File: config.mk
export PLATFORM = sky130hd
export DESIGN_NAME = mem_bus_arbiter
export DESIGN_NICKNAME = d
export VERILOG_FILES = /design/src/rtl/mem_bus_arbiter.sv
export SDC_FILE = /design/constraint.sdc
export NUM_CORES = 1
export LEC_CHECK = 0
export CAP_MARGIN = 20
export CORE_AREA = 5 5 122 89
export CTS_BUF_LIST = sky130_fd_sc_hd__clkbuf_8
export DETAILED_ROUTE_END_ITERATION = 7
export DIE_AREA = 0 0 127 94
export PLACE_DENSITY = 0.76
export REMOVE_ABC_BUFFERS = 1
export SLEW_MARGIN = 10
export SYNTH_ARGS = -nofsm -noshare
export SYNTH_HDL_FRONTEND = slang
export SYNTH_SLANG_ARGS = --single-unit
File: constraint.sdc
create_clock -name clk -period 2.4 [get_ports clk]
set_input_delay 0.48 -clock clk [delete_from_list [all_inputs] [get_ports clk]]
set_output_delay 0.48 -clock clk [all_outputs]
set_load 0.005 [all_outputs]
File: src/rtl/mem_bus_arbiter.sv
// Two-to-one memory port arbiter: instruction fetch and LSU share one
// single-ported bus. Responses come back in order; a small source-ID FIFO
// remembers who issued each accepted request so the response is routed back.
//
// state  | meaning
// IDLE   | free to pick a winner this cycle (data priority, starvation guard)
// LOCK_I | instr request presented but not yet accepted; selection frozen
// LOCK_D | data request presented but not yet accepted; selection frozen
module mem_bus_arbiter #(
  parameter int MAX_OUTSTANDING = 2,
  parameter int STARVE_LIMIT    = 4
) (
  input  logic        clk,
  input  logic        reset_n,
  input  logic        instr_req,
  input  logic [31:0] instr_addr,
  output logic        instr_gnt,
  output logic        instr_valid,
  output logic [31:0] instr_rdata,
  output logic        instr_err,
  input  logic        data_req,
  input  logic        data_wr,
  input  logic [31:0] data_addr,
  input  logic [31:0] data_wdata,
  input  logic [3:0]  data_be,
  output logic        data_gnt,
  output logic        data_valid,
  output logic [31:0] data_rdata,
  output logic        data_err,
  output logic        mem_req,
  output logic        mem_wr,
  output logic [31:0] mem_addr,
  output logic [31:0] mem_wdata,
  output logic [3:0]  mem_be,
  input  logic        mem_gnt,
  input  logic        mem_valid,
  input  logic [31:0] mem_rdata,
  input  logic        mem_err,
  output logic        protocol_err
);

  typedef enum logic [1:0] {IDLE, LOCK_I, LOCK_D} state_t;

  localparam logic [2:0] MAX_CNT    = 3'(MAX_OUTSTANDING);
  localparam logic [1:0] PTR_LAST   = 2'(MAX_OUTSTANDING - 1);
  localparam logic [3:0] STARVE_MAX = 4'(STARVE_LIMIT);

  state_t     state;
  logic [2:0] count;
  logic [1:0] wr_ptr;
  logic [1:0] rd_ptr;
  logic [3:0] src_fifo;
  logic [3:0] starve;
  logic       sel_i;
  logic       sel_d;
  logic       push;
  logic       pop;
  logic       head_d;

  // Winner selection; frozen while locked, blocked when the FIFO is full.
  // Reset also silences the selection so outputs go quiet immediately.
  always_comb begin
    sel_i = 1'b0;
    sel_d = 1'b0;
    case (state)
      LOCK_I: sel_i = 1'b1;
      LOCK_D: sel_d = 1'b1;
      default: begin
        if (count != MAX_CNT) begin
          if (data_req && !(instr_req && starve == STARVE_MAX)) sel_d = 1'b1;
          else if (instr_req)                                    sel_i = 1'b1;
        end
      end
    endcase
    if (!reset_n) begin
      sel_i = 1'b0;
      sel_d = 1'b0;
    end
  end

  // Downstream request fields muxed from the winner; zero when idle.
  always_comb begin
    mem_req   = sel_i | sel_d;
    mem_wr    = 1'b0;
    mem_addr  = 32'h0;
    mem_wdata = 32'h0;
    mem_be    = 4'h0;
    if (sel_d) begin
      mem_wr    = data_wr;
      mem_addr  = data_addr;
      mem_wdata = data_wdata;
      mem_be    = data_be;
    end else if (sel_i) begin
      mem_addr  = instr_addr;
      mem_be    = 4'hF;
    end
  end

  assign push      = mem_req & mem_gnt;
  assign instr_gnt = push & sel_i;
  assign data_gnt  = push & sel_d;

  assign pop    = reset_n & mem_valid & (count != 3'd0);
  assign head_d = src_fifo[rd_ptr];

  assign instr_valid = pop & ~head_d;
  assign data_valid  = pop & head_d;
  assign instr_rdata = reset_n ? mem_rdata : 32'h0;
  assign data_rdata  = reset_n ? mem_rdata : 32'h0;
  assign instr_err   = reset_n & mem_err;
  assign data_err    = reset_n & mem_err;

  // Lock onto the presented source until the bus accepts it.
  always_ff @(posedge clk or negedge reset_n) begin
    if (!reset_n) begin
      state <= IDLE;
    end else if (mem_gnt) begin
      state <= IDLE;
    end else if (sel_d) begin
      state <= LOCK_D;
    end else if (sel_i) begin
      state <= LOCK_I;
    end
  end

  // Source-ID FIFO: push on accept, pop on response, pointers wrap at depth.
  always_ff @(posedge clk or negedge reset_n) begin
    if (!reset_n) begin
      count    <= 3'd0;
      wr_ptr   <= 2'd0;
      rd_ptr   <= 2'd0;
      src_fifo <= 4'h0;
    end else begin
      if (push) begin
        src_fifo[wr_ptr] <= sel_d;
        wr_ptr           <= (wr_ptr == PTR_LAST) ? 2'd0 : wr_ptr + 2'd1;
      end
      if (pop) begin
        rd_ptr <= (rd_ptr == PTR_LAST) ? 2'd0 : rd_ptr + 2'd1;
      end
      if (push && !pop)      count <= count + 3'd1;
      else if (pop && !push) count <= count - 3'd1;
    end
  end

  // Count data wins while fetch waits; fetch is forced through at the limit.
  always_ff @(posedge clk or negedge reset_n) begin
    if (!reset_n) begin
      starve <= 4'd0;
    end else if (!instr_req || instr_gnt) begin
      starve <= 4'd0;
    end else if (data_gnt && starve != STARVE_MAX) begin
      starve <= starve + 4'd1;
    end
  end

  // Sticky flag for a response arriving with nothing outstanding.
  always_ff @(posedge clk or negedge reset_n) begin
    if (!reset_n) begin
      protocol_err <= 1'b0;
    end else if (mem_valid && count == 3'd0) begin
      protocol_err <= 1'b1;
    end
  end

endmodule

# Word level (Yosys, flattened, before mapping)
# Index checks and enable logic that the tools add are counted.
dict set report op_classes {
  add_sub_neg 5
  order_cmp 3
  eq_ne 7
  muxes 30
  bitwise_logic 10
  n_reduce_logical 17
}
# cell count
set ops {}
lappend ops {{32-bit two-way mux} 4}
lappend ops {{4-bit two-way mux} 4}
lappend ops {{1-bit two-way mux} 10}
lappend ops {{2-bit two-way mux} 5}
lappend ops {{1-bit AND} 8}
lappend ops {{1-bit logical AND} 7}
lappend ops {{2-bit by 1-bit equality test with 1-bit output, second input constant} 3}
lappend ops {{2-bit by 3-bit < comparator with 1-bit output, second input constant} 2}
lappend ops {{3-bit two-way mux} 2}
lappend ops {{3-bit nonzero test} 2}
lappend ops {{2-bit by 1-bit adder with 2-bit output, second input constant} 2}
lappend ops {{4-bit by 1-bit adder with 4-bit output, second input constant} 1}
lappend ops {{4-bit bitwise mux} 1}
lappend ops {{4-bit by 3-bit equality test with 1-bit output, second input constant} 1}
lappend ops {{1-bit zero test} 4}
lappend ops {{4-bit by 3-bit inequality test with 1-bit output, second input constant} 1}
lappend ops {{1-bit case mux with 2 select lines} 2}
lappend ops {{2-bit nonzero test} 2}
lappend ops {{3-bit by 1-bit adder with 3-bit output, second input constant} 1}
lappend ops {{3-bit zero test} 1}
lappend ops {{3-bit by 2-bit inequality test with 1-bit output, second input constant} 1}
lappend ops {{3-bit by 1-bit subtractor with 3-bit output, second input constant} 1}
lappend ops {{1-bit binary-select mux with 2-bit select} 1}
lappend ops {{1-bit demux with 2-bit select} 1}
lappend ops {{5 further kinds} 5}
dict set report word_totals {
  ff_bits 18
  in_bits 140
  elab_cells 79
}

# Logic depth before layout (Yosys ltp)
# Gate-level depths: netlist (run 1).
dict set report depth {
  word_depth 14
  ltp_mapped 12
  ltp_nobuf 12
}

# Least setup slack after synthesis (run 1)
# Ideal clock, no wire load.
dict set report synth_path {
  path_kind {flip-flop to flip-flop}
  from {reg state[0]}
  to {reg count[2]}
  setup_ns 0.079
  arrival_ns 2.532
  t_required_ns 2.321
  slack_ns -0.211
  stages_incl_launch_ff 13
  n_path_buf 1
  synth_period_minus_slack_ns 2.611
  cell_sequence {dfrtp_1 > inv_1 > ha_1 > buf_2 > nor3b_1 > o31ai_1 > inv_1 > ha_1 > inv_1 > fa_1 > xor2_1 > nor2_1 > xor2_1}
}
dict set report synth_via {
  elab_chain_len 8
}
# item line
set synth_lines {}
lappend synth_lines {{start: declaration} 48} ;# state_t state;
lappend synth_lines {{start signal: assignment} 116} ;# state <= IDLE;
lappend synth_lines {{start signal: assignment} 118} ;# state <= IDLE;
lappend synth_lines {{start signal: assignment} 120} ;# state <= LOCK_D;
lappend synth_lines {{2-bit equality test / 2-bit by 1-bit equality test with 1-bit output (equally long branches)} 65} ;# case (state)
lappend synth_lines {{1-bit case mux with 2 select lines} 65}
lappend synth_lines {{1-bit two-way mux} 75} ;# if (!reset_n) begin
lappend synth_lines {{1-bit OR (*)} 83} ;# mem_req = sel_i | sel_d;
lappend synth_lines {{1-bit AND (*)} 99} ;# assign push = mem_req & mem_gnt;
lappend synth_lines {{via push} 56} ;# logic push;
lappend synth_lines {{1-bit zero test} 142} ;# else if (pop && !push) count <= count - 3'd1;
lappend synth_lines {{1-bit logical AND} 142}
lappend synth_lines {{2-bit nonzero test (no source line)} n/a}
lappend synth_lines {{end signal: assignment} 141} ;# if (push && !pop) count <= count + 3'd1;
lappend synth_lines {{end signal: assignment} 142}
lappend synth_lines {{end: declaration} 49} ;# logic [2:0] count;
# Mark *: on every way through the listed nets, which the timed path passes. The rest lies on a longest branch.
# A chain may end at the register's enable or synchronous reset.

# Worst setup path after layout (run 1)
dict set report layout_path {
  from {reg starve[1]}
  to {out mem_addr[0]}
}
dict set report layout_via {
  elab_chain_len 10
}
# item line
set layout_lines {}
lappend layout_lines {{start: declaration} 53} ;# logic [3:0] starve;
lappend layout_lines {{start signal: assignment} 153} ;# starve <= starve + 4'd1;
lappend layout_lines {{4-bit by 3-bit equality test with 1-bit output (*)} 70} ;# if (data_req && !(instr_req && starve == STARVE_MAX)) sel_d = 1'b1;
lappend layout_lines {{1-bit logical AND (*)} 70}
lappend layout_lines {{1-bit zero test (*)} 70}
lappend layout_lines {{1-bit logical AND (*)} 70}
lappend layout_lines {{1-bit two-way mux} 70}
lappend layout_lines {{1-bit two-way mux} 69} ;# if (count != MAX_CNT) begin
lappend layout_lines {{1-bit case mux with 2 select lines} 65}
lappend layout_lines {{1-bit two-way mux} 75}
lappend layout_lines {{32-bit two-way mux} 93} ;# end else if (sel_i) begin
lappend layout_lines {{32-bit two-way mux (*)} 88} ;# if (sel_d) begin
lappend layout_lines {{end: declaration} 32} ;# output logic [31:0] mem_addr,
# Mark *: on every way between the ends. The rest lies on a longest branch, timed or not.

==> results.toml, run 1 <==
[die]
rows = 30
die_w_microns = 127
die_area_sq_um = 11900
core_sq_um = 9530
ios = 281
start_util = 0.235
dieHeight_microns = 94

[timing]
fin_crit_ns = 2.67
finClkSkew_ns = 0.00885
finalCritPeriodShare = 1.11
worst_pin_slew_ns = 0.418
relSlewSlack = 0.718
setup_viol = 72
setup_ws_ns = -0.270
hold_viol = 0
final-max-slew-violation-count = 0
rsz0062_at_grt = "yes"
fin_setup_tns_ns = -9.87
fmax_ghz = 0.375
finalHoldWorstSlack_ns = 0.214

[synthesis]
synthCells = 262
ys_top_cells_by_area = "dfrtp_1 (20%), a22o_1 (13%), buf_4 (11%)"
synth_top_cell_by_area = "dfrtp_1"
synthFlopType = "dfrtp_1"
syn_area_per_cell_sq_um = 8.57
synthArstFlopShare = 1.00
ys_seq_elements = 18
synth_cell_types = 44
synth-edff-count = 0
synth_common_cells = "and2_1 (35), and3_1 (35), a22o_1 (34), buf_4 (34), dfrtp_1 (18)"
ys_warn_count = 0
synth-seq-area-share = 0.201
yosysTopAreaCellShare = 0.201
syn_area_sq_um = 2240

[worst_setup_path]
critPathRequiredTime_ns = 1.92
cp-end-kind = "output port"
crit_path_max_fanout = 5
critical_path_class = "reg2out"
cp-startpoint = "starve[1]$_DFFE_PN0P_"
rr_startpoint = "starve[1]$_DFFE_PN0P_"
crit_path_start_kind = "flip-flop"
worstPathArrival_ns = 2.19

[clock_network]
cts_tree = "done"
cts.clk_slew.worst_paths_ns = 0.08
cts.htree.levels = 1
max-clock-path-buffers = 2
root_buffer = "clkbuf_8"
cts_buffers = 3
cts_sinks = 18
hold_buffers = 0
clock_latency_ns = 0.26

[finish]
layout.nets = 722
drive_above_1_share = 0.388
diodes = 0
area_delta_synth_final_pct = 168

[pwr]
leakagePower_uw = 0.00262
p_total_uw = 4720
power_density_nw_per_um2 = 786
ir_worst_vdd_mv = 0.314

[route]
vias = 3334
route.detailed.wl_per_inst_microns = 19.3
finalWirelength_mm = 13.6
drt_iter0_drc = 131
drc_errors = 0
ant_nets = 0
drtPass1Iterations = 4
viasPerCell = 4.74

[grt]
grt_pass1_wl_mm = 19.4
grt_most_used_layer = "met2"
antenna_found_initial = 0
grtUsageMet1 = 0.218
grt_use_met2 = 0.391
grt_util_all_layers = 0.205
grt_max_degree = 37
grt_util_met3 = 0.0585
grt_pass1_vias = 3485
grt_overflow_total = 0

[placement]
gp_congestion = 0.858
dp_slack_ns = -0.677
dp_hpwl_mm = 9.90
io_buffers = 280

[worst_hold_path]
hold_class = "in2async"

[outcome]
violations = "setup timing"
status = "finished with violations"

[flow_run]
cap_violations = 0
-- cells in the final DEF, fill, tap and decap left out, types with 2 or more instances in the layout --
| cell type | synthesis | layout |
|---|---|---|
| nand3_1 | 4 | 3 |
| a211oi_1 | 5 | 4 |
| dlygate4sd2_1 | 0 | 2 |
| o21a_1 | 6 | 6 |
| buf_4 | 34 | 49 |
| inv_2 | 0 | 5 |
| o21ai_0 | 5 | 5 |
| o31ai_1 | 4 | 3 |
| and2_1 | 35 | 34 |
| buf_6 | 4 | 42 |
| xnor2_1 | 3 | 3 |
| buf_16 | 0 | 11 |
| mux2_2 | 3 | 2 |
| o31ai_4 | 1 | 2 |
| ha_4 | 0 | 3 |
| a21o_1 | 2 | 2 |
| dfrtp_1 | 18 | 18 |
| inv_1 | 10 | 5 |
| buf_2 | 5 | 43 |
| o311ai_0 | 2 | 2 |
| a21oi_1 | 4 | 3 |
| and3_1 | 35 | 8 |
| a22o_1 | 34 | 34 |
| buf_12 | 0 | 7 |
| nor2_1 | 4 | 2 |
| clkdlybuf4s50_1 | 0 | 205 |
| nor3b_1 | 3 | 2 |
| and3_4 | 0 | 27 |
| nor2_2 | 0 | 2 |
| clkbuf_8 | 0 | 4 |
-- critical path, cell delays in order, from the launching register on --
cell      delay, ns
dfrtp_1        0.39
inv_2          0.07
ha_4           0.15
nand3b_4       0.08
a211o_1        0.32
a211oi_4       0.27
buf_6          0.19
buf_12         0.13
buf_6          0.08
a22o_1         0.12
buf_2          0.12
-- layer usage --
| layer | routed length (microns) | vias to the layer above | share of wire |
|---|---|---|---|
| met5 | 0 | - | 0 |
| met4 | 336 | 0 | 0.025 |
| met3 | 1350 | 18 | 0.099 |
| met2 | 7240 | 205 | 0.53 |
| met1 | 4650 | 1562 | 0.34 |
| li1 | - | 1549 | - |
-- where the power goes --
| part | leakage [uW] | switching (uW) | internal (uW) | total (uW) |
|---|---|---|---|---|
| Clock | 0.0000288 | 116 | 146 | 262 |
| Combinational | 0.00237 | 1540 | 2420 | 3960 |
| Sequential | 0.000229 | 88.6 | 405 | 494 |
| Total | 0.00262 | 1750 | 2970 | 4720 |
-- metrics by stage --
stage	area, sq um	cells	util
floorplan	1880	208	-
CTS	5760	699	0.604
finish	6010	703	0.630
global placement	5220	661	0.547
detailed placement	5220	661	0.547
global route	6010	703	0.630
-- cells by family after synthesis --
logic type | Yosys count | share of synthesized area
AO/OA/AOI/OAI | 70 | 0.263
buffers and inverters | 64 | 0.180
AND/OR/NAND/NOR | 95 | 0.275
adder cells (fa/ha/maj) | 6 | 0.0368
multiplexers | 4 | 0.0251
flip-flops | 18 | 0.201
XOR/XNOR | 5 | 0.0195
-- sequential cells by signal, summed over array words and instances, names as in the netlist --
| register | cells |
|---|---|
| src_fifo | 4 |
| starve | 4 |
| count | 3 |
| rd_ptr | 2 |
| state | 2 |
| wr_ptr | 2 |
| protocol_err | 1 |
-- area by class of cell --
class	instances	area, sq um
inverters	10	37.5
flip-flops and latches	18	450
well taps	128	160
multi-input cells	180	1670
repair buffers	363	3630
clock buffers	4	55.1
fillers	733	3530
-- path summary, 6_finish.rpt --
| check | endpoint | slack, ns | depth (start not counted) |
|---|---|---|---|
| max in group asynchronous | rd_ptr[1]$_DFFE_PN0P_ | 1.81 | 3 |
| hold reg to reg | protocol_err$_DFFE_PN0P_ | 0.46 | 1 |
| min in group clk | protocol_err$_DFFE_PN0P_ | 0.46 | 1 |
| hold / removal | starve[3]$_DFFE_PN0P_ | 0.21 | 2 |
| setup / recovery | mem_addr[0] | -0.27 | 10 |
| setup reg to reg | count[2]$_DFFE_PN0P_ | -0.23 | 14 |
-- timing repair --
| item | 4_1_cts | 5_1_grt |
|---|---|---|
| setup buffers | 22 | 7 |
| endpoints found under the setup margin | 143 | 83 |
| gates resized for setup | 363 | 58 |
| pin swaps | 56 | 37 |
| gates cloned | 13 | 1 |
Power figures use the tool's default switching activity.
==> run 2: changes to the inputs <==
--- a/config.mk
+++ b/config.mk
@@ -10,6 +10,7 @@
 export CTS_BUF_LIST = sky130_fd_sc_hd__clkbuf_8
 export DETAILED_ROUTE_END_ITERATION = 7
 export DIE_AREA = 0 0 127 94
+export GPL_TIMING_DRIVEN = 0
 export PLACE_DENSITY = 0.76
 export REMOVE_ABC_BUFFERS = 1
 export SLEW_MARGIN = 10
==> run 2 against run 1 <==
Net effect:
- utilization fell by 2.8 points
- first-iteration DRC count shrank 18%
- critical endpoint is now mem_wdata[7]
- register-to-register slack is essentially flat
- non-clock buffer count fell by 17
- sequential power up 4.9%
- fmax hardly changed
- clock-buffer cell count unchanged
- the run still ends with setup timing left
- design area decreased by 4.4%
- highest routed layer unchanged
- routed wire length shrank 3.6%
==> results.toml, run 2 (synthesis results as in run 1) <==
[timing]
final-max-slew-violation-count = 0
worst_pin_slew_ns = 0.503
relSlewSlack = 0.663
setup_viol = 66
rsz0062_at_grt = "yes"
fin_crit_ns = 2.67
hold_viol = 0
setup_ws_ns = -0.271
fmax_ghz = 0.374
finClkSkew_ns = 0.00241
finalCritPeriodShare = 1.11

[grt]
grt_util_all_layers = 0.196
grt_pass1_vias = 3428
grt_max_degree = 59
grt_overflow_total = 0
antenna_found_initial = 0
grt_pass1_wl_mm = 18.8

[placement]
gp_congestion = 0.794
place_area_sq_um = 4880
dp_hpwl_mm = 9.19
io_buffers = 280
place_inst = 618

[clock_network]
cts_buffers = 3
max-clock-path-buffers = 2
cts_tree = "done"
cts_sinks = 18
clock_latency_ns = 0.26
hold_buffers = 0
cts.htree.levels = 1
cts.clk_slew.worst_paths_ns = 0.07
root_buffer = "clkbuf_8"

[route]
drc_errors = 0
ant_nets = 0
vias = 3312
viasPerCell = 4.81
wl_met1_mm = 4.19
wl_met3_mm = 1.26
top_layer_used = "met4"
wl_met2_mm = 7.36
finalWirelength_mm = 13.1
drt_iter0_drc = 107
drtPass1Iterations = 4
route.detailed.wl_per_inst_microns = 19.0

[die]
dieHeight_microns = 94
ios = 281
core_sq_um = 9530
die_w_microns = 127
start_util = 0.235
rows = 30
die_area_sq_um = 11900

[finish]
layout.cells.most_common = "clkdlybuf4s50_1"
diodes = 0
fin_area_sq_um = 5750
largestRegisters = "src_fifo x4, starve x4, count x3"
area_delta_synth_final_pct = 156
drive_above_1_share = 0.364
stdcell_count = 688
layout.nets = 707
final_cell_mix = "clkdlybuf4s50_1 (205), buf_6 (58), buf_2 (42), a22o_1 (34), and2_1 (34)"

[worst_setup_path]
crit_path_max_fanout = 4
critPathRequiredTime_ns = 1.92
reg2reg_slack_ns = -0.22
worst_r2r_endpoint = "count[2]$_DFFE_PN0P_"
r2r_cells = 12
worstPathArrival_ns = 2.19
crit_path_start_kind = "flip-flop"
critical_path_class = "reg2out"
cp-end-kind = "output port"
rr_startpoint = "state[1]$_DFFE_PN0P_"

[outcome]
violations = "setup timing"
status = "finished with violations"

[worst_hold_path]
hold_class = "in2async"

[pwr]
leakagePower_uw = 0.00249
power_density_nw_per_um2 = 776
ir_worst_vdd_mv = 0.322

[flow_run]
cap_violations = 0
run 2: cell type report:
cell class | instances | area (sq um)
well taps | 128 | 160
multi-input cells | 182 | 1670
fillers | 754 | 3790
inverters | 10 | 37.5
flip-flops and latches | 18 | 453
repair buffers | 346 | 3370
clock buffers | 4 | 55.1
run 2: critical path: stages (launching register included):
cell	delay (ns)
dfrtp_1	0.39
inv_2	0.09
ha_4	0.15
and4b_4	0.30
buf_6	0.13
o31ai_4	0.06
buf_6	0.13
buf_6	0.11
buf_6	0.11
buf_6	0.11
buf_6	0.10
and3_4	0.14
buf_6	0.11
run 2: how the worst max path moves through the flow:
| stage | start | to | slack, ns |
|---|---|---|---|
| floorplan | starve[0]$_DFFE_PN0P_ | mem_addr[0] | -0.66 |
| global placement | reset_n | mem_addr[16] | -3.04 |
| detailed placement | data_req | mem_addr[25] | -1.86 |
| CTS | starve[1]$_DFFE_PN0P_ | mem_wdata[7] | -0.23 |
| global route | state[1]$_DFFE_PN0P_ | count[2]$_DFFE_PN0P_ | -0.37 |
| finish | starve[0]$_DFFE_PN0P_ | mem_wdata[7] | -0.27 |
run 2: layer usage:
layer	track usage	vias up
met1	0.202	1558
met4	0.0384	0
met3	0.0449	28
li1	-	1522
met5	0	-
met2	0.400	204
run 2: report_power, final:
group / total [uW] / leakage [uW] / internal (uW) / switching, uW
clock network: 254 / 0.0000288 / 146 / 108
registers: 518 / 0.000227 / 409 / 110
logic: 3680 / 0.00224 / 2240 / 1450
total: 4460 / 0.00249 / 2790 / 1660
run 2: what timing repair did:
item	CTS	global route
gates cloned	5	2
hold endpoints to repair	0	0
endpoints found under the setup margin	142	75
pin swaps	43	20
gates resized for setup	389	22
setup buffers	48	12
run 2: stage by stage:
step	worst slack, ns	hold WS (ns)	setup TNS, ns	util	power [uW]
finish	-0.271	0.132	-11.69	0.603	4460
global route	-0.368	0.160	-16.38	0.603	4720
CTS	-0.235	0.143	-8.54	0.580	4140
detailed placement	-1.86	0.459	-107.85	0.512	2990
global placement	-3.04	0.440	-268.07	0.508	2870
floorplan	-0.658	0.184	-23.08	-	1520
==> run 3: changes to the inputs <==
--- a/config.mk
+++ b/config.mk
@@ -13,7 +13,7 @@
 export GPL_TIMING_DRIVEN = 0
 export PLACE_DENSITY = 0.76
 export REMOVE_ABC_BUFFERS = 1
-export SLEW_MARGIN = 10
+export SLEW_MARGIN = 30
 export SYNTH_ARGS = -nofsm -noshare
 export SYNTH_HDL_FRONTEND = slang
 export SYNTH_SLANG_ARGS = --single-unit
==> constraint.sdc (replaced) <==
create_clock -name clk -period 2.4 [get_ports clk]
set_input_delay 0.36 -clock clk [delete_from_list [all_inputs] [get_ports clk]]
set_output_delay 0.36 -clock clk [all_outputs]
set_load 0.005 [all_outputs]
==> run 3 against run 2 <==
Net effect:
- the flow still finishes with violations (setup timing)
- sequential power shrank 2%
- first-iteration DRC count fell by 43%
- power fell by 9.8%
- via count shrank 3.1%
- sequential share of layout area grew 0.33 points
- non-clock buffer count down 11
- critical path depth down 2
- cell count shrank 1.2%
- largest cell class unchanged
- design area shrank 4.1%
==> results.toml, run 3 (synthesis results as in run 1) <==
[finish]
diodes = 0
layout.cells.most_common = "clkdlybuf4s50_1"
fin_area_sq_um = 5510
layout.nets = 699
final_cell_mix = "clkdlybuf4s50_1 (205), buf_2 (42), a22o_1 (34), and2_1 (34), buf_6 (32)"
fin_util = 0.578
largestRegisters = "src_fifo x4, starve x4, count x3"
area_delta_synth_final_pct = 146
drive_above_1_share = 0.306

[pwr]
combPwrFrac = 0.809
power_density_nw_per_um2 = 729
ir_worst_vdd_mv = 0.325
seqPwrFrac = 0.126
swShare = 0.388
p_switching_uw = 1560
leakagePower_uw = 0.00252
intPower_uw = 2460
p_clk_frac = 0.064

[placement]
io_buffers = 280
dp_hpwl_mm = 9.22
place_area_sq_um = 4880
gp_congestion = 0.794

[grt]
grt_max_degree = 35
grt_pass1_wl_mm = 18.0
grt_overflow_total = 0
grt_util_all_layers = 0.187
grt_pass1_vias = 3325
antenna_found_initial = 0

[clock_network]
cts_buffers = 3
clock_latency_ns = 0.26
hold_buffers = 0
cts.clk_slew.worst_paths_ns = 0.08
cts.htree.levels = 1
max-clock-path-buffers = 2
root_buffer = "clkbuf_8"
cts_sinks = 18
cts_tree = "done"

[route]
viasPerCell = 4.72
finalWirelength_mm = 12.4
drtPass1Iterations = 4
ant_nets = 0
drt_iter0_drc = 61
vias = 3209
route.detailed.wl_per_inst_microns = 18.2
drc_errors = 0

[worst_setup_path]
cpPeakStageDelay_ns = 0.40
cp.buffers_inverters = 5
critPathMostFrequentCell = "buf_6"
worstPathArrival_ns = 2.27
path_cells = "inv_2 -> ha_4 -> nand3b_4 -> a211o_4 -> a211oi_4 -> buf_6 -> buf_6 -> buf_6 -> a22o_1 -> buf_2"
crit_path_start_kind = "flip-flop"
critPathTopFamily = "compound AO/OA/AOI/OAI gates"
critical_path_class = "reg2out"
crit_path_max_fanout = 6
critPathRequiredTime_ns = 2.04
slowest_stage = "dfrtp_1"
cp-end-kind = "output port"

[timing]
hold_viol = 0
rsz0062_at_grt = "yes"
final-max-slew-violation-count = 0
fmax_ghz = 0.381
setup_viol = 48
worst_pin_slew_ns = 0.463
finClkSkew_ns = 0.00696
fin_crit_ns = 2.63
setup_ws_ns = -0.225
relSlewSlack = 0.690
finalCritPeriodShare = 1.09

[die]
dieHeight_microns = 94
core_sq_um = 9530
die_w_microns = 127
start_util = 0.235
ios = 281
rows = 30
die_area_sq_um = 11900

[worst_hold_path]
hold_class = "in2async"

[outcome]
violations = "setup timing"
status = "finished with violations"

[flow_run]
cap_violations = 0
[run 3: changes by cell type in the layout (fill, tap and decap cells not counted), moves of 7 or more]
| cell | before | now |
|---|---|---|
| dlymetal6s2s_1 | 0 | 7 |
| buf_6 | 58 | 32 |
| and3_1 | 8 | 24 |
| and3_4 | 27 | 11 |
| clkdlybuf4s15_1 | 0 | 7 |
[run 3: metrics by stage]
step | worst slack [ns] | hold slack [ns] | power [uW] | instances | setup TNS [ns]
floorplan | -0.538 | 0.0644 | 1520 | 208 | -19.15
global placement | -2.80 | 0.440 | 2870 | 616 | -232.43
detailed placement | -1.55 | 0.456 | 2940 | 618 | -83.33
CTS | -0.211 | 0.360 | 3870 | 673 | -6.54
global route | -0.310 | 0.297 | 4270 | 680 | -10.43
finish | -0.225 | 0.241 | 4020 | 680 | -6.43
[run 3: layout make-up]
type / count / area [sq um]
fill: 825 / 4020
timing repair buffer: 335 / 3180
multi-input combinational: 185 / 1630
inverter: 10 / 37.5
tap: 128 / 160
sequential: 18 / 453
clock buffer: 4 / 55.1
[run 3: repair_timing]
| item | 4_1_cts | 5_1_grt |
|---|---|---|
| gates resized for setup | 264 | 75 |
| endpoints found under the hold margin | 0 | 0 |
| pin swaps | 22 | 32 |
| endpoints found under the setup margin | 85 | 73 |
| buffers inserted | 41 | 9 |
| gates cloned | 10 | 1 |
[run 3: worst paths after layout]
kind	from	end	slack, ns	cells past startpoint
max reg2reg	starve[0]$_DFFE_PN0P_	count[1]$_DFFE_PN0P_	-0.12	11
min reg2reg	protocol_err$_DFFE_PN0P_	protocol_err$_DFFE_PN0P_	0.46	1
min in group clk	protocol_err$_DFFE_PN0P_	protocol_err$_DFFE_PN0P_	0.46	1
min	reset_n	count[0]$_DFFE_PN0P_	0.24	2
max	starve[0]$_DFFE_PN0P_	mem_addr[16]	-0.23	10
max in group asynchronous	reset_n	count[2]$_DFFE_PN0P_	1.99	2
[run 3: worst register-to-register path, cell delays in order (launching register included)]
cell and delay [ns]:
dfrtp_1 0.40, inv_2 0.08, ha_4 0.15, and4b_4 0.27, buf_4 0.13, nor4_4 0.05
o31ai_2 0.30, inv_1 0.09, ha_2 0.20, inv_2 0.05, fa_2 0.41, mux2_2 0.27
[run 3: metal layers]
layer	routed length (microns)	GRT usage
met4	216	0.0482
met5	0	0
met1	4050	0.189
met2	6770	0.373
met3	1370	0.0540
[run 3: power by group through the flow]
| stage | sequential, uW | combinational (uW) | clock (uW) |
|---|---|---|---|
| floorplan | 488 | 1040 | 0 |
| global placement | 504 | 2370 | 0 |
| detailed placement | 511 | 2430 | 0 |
| CTS | 503 | 3110 | 257 |
| global route | 526 | 3480 | 271 |
| finish | 508 | 3250 | 258 |
